$ cat src/rtl/crc16_frame_ctrl.sv
// crc16_frame_ctrl: frame sequencer for a word-wide CRC-16/CCITT (GEN appends CRC, CHECK verifies residue)
module crc16_frame_ctrl #(
  parameter int MAX_WORDS = 1024,
  parameter int CNT_W     = 16,
  localparam int LW       = $clog2(MAX_WORDS + 1)
) (
  input  logic             clk,
  input  logic             reset_n,
  input  logic             mode,
  input  logic             s_valid,
  output logic             s_ready,
  input  logic [15:0]      s_data,
  input  logic             s_last,
  output logic             m_valid,
  input  logic             m_ready,
  output logic [15:0]      m_data,
  output logic             m_last,
  input  logic             stat_clear,
  output logic             busy,
  output logic             done,
  output logic [15:0]      crc_value,
  output logic             crc_err,
  output logic             len_err,
  output logic [LW-1:0]    frame_len,
  output logic [CNT_W-1:0] frames_ok_cnt,
  output logic [CNT_W-1:0] frames_err_cnt
);
  typedef enum logic [1:0] {IDLE, DATA, APPEND, STATUS} state_t;
  state_t state_q, state_d;
  logic [15:0] crc_q, crc_d, m_data_q, m_data_d, crc_value_q, crc_value_d;
  logic mode_q, mode_d, lerr_q, lerr_d, m_valid_q, m_valid_d, m_last_q, m_last_d;
  logic done_q, done_d, crc_err_q, crc_err_d, len_err_q, len_err_d;
  logic [LW-1:0] len_q, len_d, frame_len_q, frame_len_d;
  logic [CNT_W-1:0] ok_q, ok_d, err_q, err_d;
  logic idle, slot_free, acc, md, crc_bad;
  function automatic logic [15:0] crc_step(input logic [15:0] c, input logic [15:0] d);
    logic [15:0] r;
    r = c;
    for (int i = 0; i < 16; i++)
      r = {r[14:0], 1'b0} ^ ((r[15] ^ d[15-i]) ? 16'h1021 : 16'h0000);
    return r;
  endfunction
  assign idle      = state_q == IDLE;
  assign slot_free = !m_valid_q || m_ready;
  // reset_n gates s_ready so the source sees no acceptance while held in reset
  assign s_ready   = reset_n && (idle || state_q == DATA) && slot_free;
  assign acc       = s_valid && s_ready;
  assign md        = idle ? mode : mode_q;
  assign crc_bad   = mode_q && ((crc_q != 16'h0000) || (len_q < LW'(2)));
  always_comb begin
    state_d     = state_q;
    crc_d       = crc_q;
    mode_d      = mode_q;
    len_d       = len_q;
    lerr_d      = lerr_q;
    m_valid_d   = slot_free ? 1'b0 : m_valid_q;
    m_data_d    = m_data_q;
    m_last_d    = m_last_q;
    done_d      = 1'b0;
    crc_value_d = crc_value_q;
    crc_err_d   = crc_err_q;
    len_err_d   = len_err_q;
    frame_len_d = frame_len_q;
    ok_d        = ok_q;
    err_d       = err_q;
    if (acc) begin
      m_valid_d = 1'b1;
      m_data_d  = s_data;
      m_last_d  = md && s_last;
      crc_d     = crc_step(idle ? 16'hFFFF : crc_q, s_data);
      mode_d    = md;
      len_d     = idle ? LW'(1) : (len_q == LW'(MAX_WORDS)) ? len_q : len_q + LW'(1);
      lerr_d    = !idle && (lerr_q || len_q == LW'(MAX_WORDS));
      state_d   = s_last ? (md ? STATUS : APPEND) : DATA;
    end
    if (state_q == APPEND && slot_free) begin
      m_valid_d = 1'b1;
      m_data_d  = crc_q;
      m_last_d  = 1'b1;
      state_d   = STATUS;
    end
    if (state_q == STATUS) begin
      done_d      = 1'b1;
      crc_value_d = crc_q;
      crc_err_d   = crc_bad;
      len_err_d   = lerr_q;
      frame_len_d = len_q;
      ok_d        = (!crc_bad && !lerr_q && !(&ok_q)) ? ok_q + CNT_W'(1) : ok_q;
      err_d       = ((crc_bad || lerr_q) && !(&err_q)) ? err_q + CNT_W'(1) : err_q;
      state_d     = IDLE;
    end
    if (stat_clear) begin
      ok_d  = '0;
      err_d = '0;
    end
  end
  always_ff @(posedge clk or negedge reset_n) begin
    if (!reset_n) begin
      state_q     <= IDLE;
      crc_q       <= 16'hFFFF;
      mode_q      <= 1'b0;
      len_q       <= '0;
      lerr_q      <= 1'b0;
      m_valid_q   <= 1'b0;
      m_data_q    <= 16'h0000;
      m_last_q    <= 1'b0;
      done_q      <= 1'b0;
      crc_value_q <= 16'h0000;
      crc_err_q   <= 1'b0;
      len_err_q   <= 1'b0;
      frame_len_q <= '0;
      ok_q        <= '0;
      err_q       <= '0;
    end else begin
      state_q     <= state_d;
      crc_q       <= crc_d;
      mode_q      <= mode_d;
      len_q       <= len_d;
      lerr_q      <= lerr_d;
      m_valid_q   <= m_valid_d;
      m_data_q    <= m_data_d;
      m_last_q    <= m_last_d;
      done_q      <= done_d;
      crc_value_q <= crc_value_d;
      crc_err_q   <= crc_err_d;
      len_err_q   <= len_err_d;
      frame_len_q <= frame_len_d;
      ok_q        <= ok_d;
      err_q       <= err_d;
    end
  end
  assign m_valid        = m_valid_q;
  assign m_data         = m_data_q;
  assign m_last         = m_last_q;
  assign busy           = !idle;
  assign done           = done_q;
  assign crc_value      = crc_value_q;
  assign crc_err        = crc_err_q;
  assign len_err        = len_err_q;
  assign frame_len      = frame_len_q;
  assign frames_ok_cnt  = ok_q;
  assign frames_err_cnt = err_q;
endmodule
$ cat config.mk
export PLATFORM = sky130hd
export DESIGN_NAME = crc16_frame_ctrl
export DESIGN_NICKNAME = d
export VERILOG_FILES = /design/src/rtl/crc16_frame_ctrl.sv
export SDC_FILE = /design/constraint.sdc
export NUM_CORES = 1
export LEC_CHECK = 0
export CORE_ASPECT_RATIO = 1.4
export CORE_MARGIN = 2
export CORE_UTILIZATION = 40
export DETAILED_ROUTE_END_ITERATION = 16
export SYNTH_ARGS = -nofsm -noshare
export SYNTH_HDL_FRONTEND = slang
export SYNTH_SLANG_ARGS = --single-unit
$ cat constraint.sdc
create_clock -name clk -period 4.4 [get_ports clk]
set_input_delay 0.66 -clock clk [delete_from_list [all_inputs] [get_ports clk]]
set_output_delay 0.66 -clock clk [all_outputs]
set_load 0.02 [all_outputs]
Word-level counts from Yosys, hierarchy flattened
Cells that the tools add are included.
{"block": "word_totals", "ff_bits": 111, "input_bits": 23}
{"block": "op_classes", "magnitude_cmp": 1, "mux": 39, "bitwise": 32, "n_eq_ne": 5, "addsub": 3, "reduce_logical": 34}
{"op": "XOR 16 x 13 -> 16 bit", "n": 16}
{"op": "two-way mux 13 bit", "n": 16}
{"op": "two-way mux 16 bit", "n": 9}
{"op": "adder 16 x 1 -> 16 bit, second input constant", "n": 2}
{"op": "AND reduction 16 bit", "n": 2}
{"op": "two-way mux 11 bit", "n": 2}
{"op": "nonzero test 16 bit", "n": 1}
{"op": "XOR 1 bit", "n": 16}
{"op": "adder 11 x 1 -> 11 bit, second input constant", "n": 1}
{"op": "== test 11 bit, second input constant", "n": 1}
{"op": "less-than comparator 11 x 2 -> 1 bit, second input constant", "n": 1}
{"op": "logical AND 1 bit", "n": 10}
{"op": "two-way mux 1 bit", "n": 8}
{"op": "two-way mux 2 bit", "n": 4}
{"op": "nonzero test 2 bit", "n": 4}
{"op": "zero test 1 bit", "n": 6}
{"op": "AND reduction 2 bit", "n": 3}
{"op": "nonzero test 3 bit", "n": 2}
{"op": "logical OR 1 bit", "n": 5}
{"op": "== test 2 bit, second input constant", "n": 2}
{"op": "== test 2 x 1 -> 1 bit, second input constant", "n": 1}
{"op": "zero test 2 bit", "n": 1}
{"op": "inequality test 2 bit, second input constant", "n": 1}

Depth between registers and ports, before layout
{"block": "logic_depth", "ltp_word": 50, "mapped_depth": 9, "ltp_nobuf": 8}

Worst setup path before layout
Ideal clock, no wire load.
{"block": "synth_path", "kind": "input -> register", "start": "input s_data[12]", "end": "register crc_q[12]", "cell_stages": 6, "arrival_time_ns": 2.087, "required_ns": 4.320, "slack_ns": 2.233, "path_cell_list": "xor2_1 -> xnor2_2 -> xnor3_1 -> xnor2_1 -> a21oi_1 -> o22a_1"}
{"block": "synth_between", "elab_chain_len": 21}
{"item": "from (decl)", "line_no": "12", "source": "input logic [15:0] s_data,"}
{"item": "XOR 1 bit (*)", "line_no": "40", "source": "r = {r[14:0], 1'b0} ^ ((r[15] ^ d[15-i]) ? 16'h1021 : 16'h0000);"}
{"item": "two-way mux 13 bit (*)", "line_no": "40"}
{"item": "XOR 16 x 13 -> 16 bit (*) (4 in series)", "line_no": "40"}
{"item": "XOR 1 bit", "line_no": "40"}
{"item": "two-way mux 13 bit", "line_no": "40"}
{"item": "XOR 16 x 13 -> 16 bit (*) (4 in series)", "line_no": "40"}
{"item": "XOR 1 bit", "line_no": "40"}
{"item": "two-way mux 13 bit", "line_no": "40"}
{"item": "XOR 16 x 13 -> 16 bit (*) (4 in series)", "line_no": "40"}
{"item": "XOR 1 bit", "line_no": "40"}
{"item": "two-way mux 13 bit", "line_no": "40"}
{"item": "XOR 16 x 13 -> 16 bit (*)", "line_no": "40"}
{"item": "to (signal assigned)", "line_no": "116", "source": "crc_q <= crc_d;"}
{"item": "to (decl)", "line_no": "30", "source": "logic [15:0] crc_q, crc_d, m_data_q, m_data_d, crc_value_q, crc_value_d;"}
Every way passes the cells marked *; elsewhere a longest branch is shown, timed or not.
A chain may end at the register's enable or synchronous reset.

Worst setup path after layout
{"block": "layout_path", "start": "register state_q[0]", "end": "output busy"}
{"block": "layout_between", "elab_chain_len": 2}
{"item": "from (decl)", "line_no": "29", "source": "state_t state_q, state_d;"}
{"item": "from (signal assigned)", "line_no": "115", "source": "state_q <= state_d;"}
{"item": "zero test 2 bit", "line_no": "43", "source": "assign idle = state_q == IDLE;"}
{"item": "zero test 1 bit", "line_no": "135", "source": "assign busy = !idle;"}
{"item": "to (decl)", "line_no": "19", "source": "output logic busy,"}
Every way passes these cells.

==> summary.md <==
| Metric | Value |
|---|---|
| Post-Syn Nets | `603` |
| Final WL | `14500 um` |
| Worst-path clk slew | `80 ps` |
| Pre-antenna DRT Iters | `4` |
| Clk Tree Root Cell | `clkbuf_16` |
| CP endpoint kind | `primary output` |
| Sw frac | `39.8%` |
| CTS tree | `done` |
| TritonCTS Buffers | `9` |
| Peak VDD IR | `0.000539 V` |
| Max cap viols | `0` |
| Ys flop type | `dfrtp_1` |
| Min Tclk post-route | `2860 ps` |
| Pwr/cell area | `686 mW/mm^2` |
| F_max | `350 MHz` |
| CTS max path bufs | `2` |
| Initial antenna violation count | `0` |
| Die width | `106 um` |
| Power share of the clock group | `17.2%` |
| Worst Path Max Fanout | `14` |
| Synth top area cells | `dfrtp_1 (41%), dfstp_2 (7.2%), xnor2_1 (7.2%)` |
| Diode count | `0` |
| Via count | `4439` |
| EDFF count, synth | `0` |
| Final setup viols | `0` |
| Final GP Congestion | `0.911` |
| DR DRC count | `0` |
| P_sw | `1.99 mW` |
| Avg Vias per Cell | `5.16` |
| Number of global-route vias before repair | `4665` |
| Synth Warn # | `0` |
| Final Hold Fails | `0` |
| Post-route insts no fill | `861` |
| Largest net degree at the start of global routing | `56` |
| First-pass GRT wire length | `24100 um` |
| Post_cts resized | `0` |
| Startpoint Class | `flip-flop` |
| Status | `finished, final reports clean` |
| Reg2Reg Depth | `7` |
| Core outline area | `0.0143 mm^2` |
| Post-Synthesis Cells | `576` |
| IO Port Bufs | `104` |
| Share of post-route cells with drive strength above 1 | `12.2%` |
| Total Routing Usage GR | `19.5%` |
| Seq pwr share | `33.8%` |
| Worst path required time | `3740 ps` |
| Initial drt markers | `197` |
| Most instantiated cells after synthesis | `dfrtp_1 (95), nor2_1 (74), nand2_1 (66), xnor2_1 (48), mux2_2 (25)` |
| Post-synthesis cell type count | `49` |
| Rows | `52` |
| RSZ-0062 raised after global routing | `false` |
| Setup CP Type | `reg2out` |
| Worst Max-Slew Pin Slew | `1220 ps` |
| H-tree depth | `3` |
| CTS sink count | `111` |
| Headroom to the max-slew limit | `18.6%` |
| P_int | `3.01 mW` |
| CP startpoint | `state_q[0]` |
| Most numerous cell in the Yosys netlist | `dfrtp_1` |
| Proportion of netlist area held by the largest area contributor | `40.9%` |
| Area leader, netlist | `dfrtp_1` |
| P_leak | `3.06 nW` |
| Cts hold-fix bufs | `0` |
| Syn Area/Cell | `10.1 um^2` |
| Synth-to-layout area growth | `25.3%` |
| Setup repair bufs after CTS | `0` |
| Tcrit/Tclk final | `65.0%` |
| Post-route antenna net violation count | `0` |
| Critical path data arrival time | `2200 ps` |
| Max incr delay on CP | `700 ps` |
| Reg-to-Reg Start | `state_q[0]` |
| Top Ports | `105` |
| Worst path slowest cell | `clkdlybuf4s50_1` |
| Die height | `147 um` |
| Seq cells post-synth | `111` |
| HPWL Detailed | `10500 um` |
| Register area share after synthesis | `48.2%` |
| Inst Count DP | `845` |
| Initial cell density of the core | `40.6%` |
| Fin Setup TNS | `0 ps` |
| Drt wl/cell | `16.8 um` |
| Worst path cell trace | `nor2_8, inv_1, clkdlybuf4s50_1` |
| HP Class | `in2async` |
| Combinational power share | `49.0%` |
| Post-synth ARST share | `100%` |
| Grt ovf | `0` |
| Die area | `0.0155 mm^2` |
| Final setup skew | `12.0 ps` |
| Slew Limit Fails | `0` |
| Final net count | `694` |
| Clk_lat worst skew | `350 ps` |
| Mapped Area | `0.00581 mm^2` |
logic make-up after synthesis:
kind of cell | share of synthesized area [%]
simple gates | 17.9
buf+inv | 3.79
xor+xnor | 15.3
compound gates | 7.97
mux | 5.97
fa+ha+maj | 0.862
flops | 48.2
through the flow:
step                area, um^2  setup WS [ps]  hold WS, ps  power (mW)  utilization, %
finish                    7280           1540          121        4.99            50.8
global route              7280           1430          106        5.32            50.8
CTS                       7280           1540          111        5.05            50.8
detailed placement        6960           1400          495        4.17            48.6
global placement          6960           1500          481        4.13            48.6
floorplan                 5810           2230          364        3.40               -
metal layers:
metal | up-vias | global-route usage [%] | share of wire (%)
met1 | 2194 | 24.0 | 43
li1 | 2138 | - | -
met3 | 11 | 3.30 | 3.4
met5 | - | 0 | 0
met2 | 96 | 35.0 | 52
met4 | 0 | 5.53 | 1.2
worst paths after layout:
check                                    end  slack (ps)
max in group asynchronous       frame_len[3]        2670
min in group clk                frame_len[1]         510
setup reg to reg           frames_ok_cnt[11]        1730
hold reg to reg                 frame_len[1]         510
setup / recovery                        busy        1540
hold / removal                    m_data[11]         120
flip-flops by register name, indices dropped and copies added (netlist names):
register and cells:
frame_len 11, m_last 1, len_err 1, len_q 11, m_data 16, crc_value 16, crc_q 16, done 1
state_q 2, frames_err_cnt 16, frames_ok_cnt 16, m_valid 1, crc_err 1, lerr_q 1, mode_q 1
worst max-delay path: cells and delay by family (launching register included):
family,cells,cell delay [ps]
buf+inv,2,1100
flops,1,620
simple gates,1,120
power by group through the flow:
stage,combinational [mW],clock [mW],sequential [mW]
floorplan,1.65,0,1.74
global placement,2.42,0,1.71
detailed placement,2.46,0,1.71
CTS,2.47,0.885,1.70
global route,2.66,0.926,1.74
finish,2.45,0.859,1.69
layout make-up:
class / instances / area (um^2)
timing repair buffer: 111 / 1090
tap: 189 / 236
clock buffer: 9 / 225
inverter: 13 / 48.8
sequential: 111 / 2800
multi-input combinational: 421 / 2790
clock inverter: 7 / 87.6
fill: 1358 / 7040
layout by cell type (no fill, tap or decap), drive strengths merged, types with 2 or more instances in the layout:
master	n
a21oi	19
nor2	76
nor3	14
nor4	11
xnor3	5
nand2	66
buf	8
dfrtp	95
xor2	26
nand2b	2
mux2i	5
a211oi	2
a31oi	16
inv	17
o21ai	24
mux2	26
xnor2	54
and4	3
o22a	4
o22ai	2
dfstp	16
o21bai	3
and3	12
nand4	8
clkdlybuf4s50	103
clkbuf	9
ha	4
clkinv	2
nand3	22
or3	7
(Power assumes the default switching activity.)
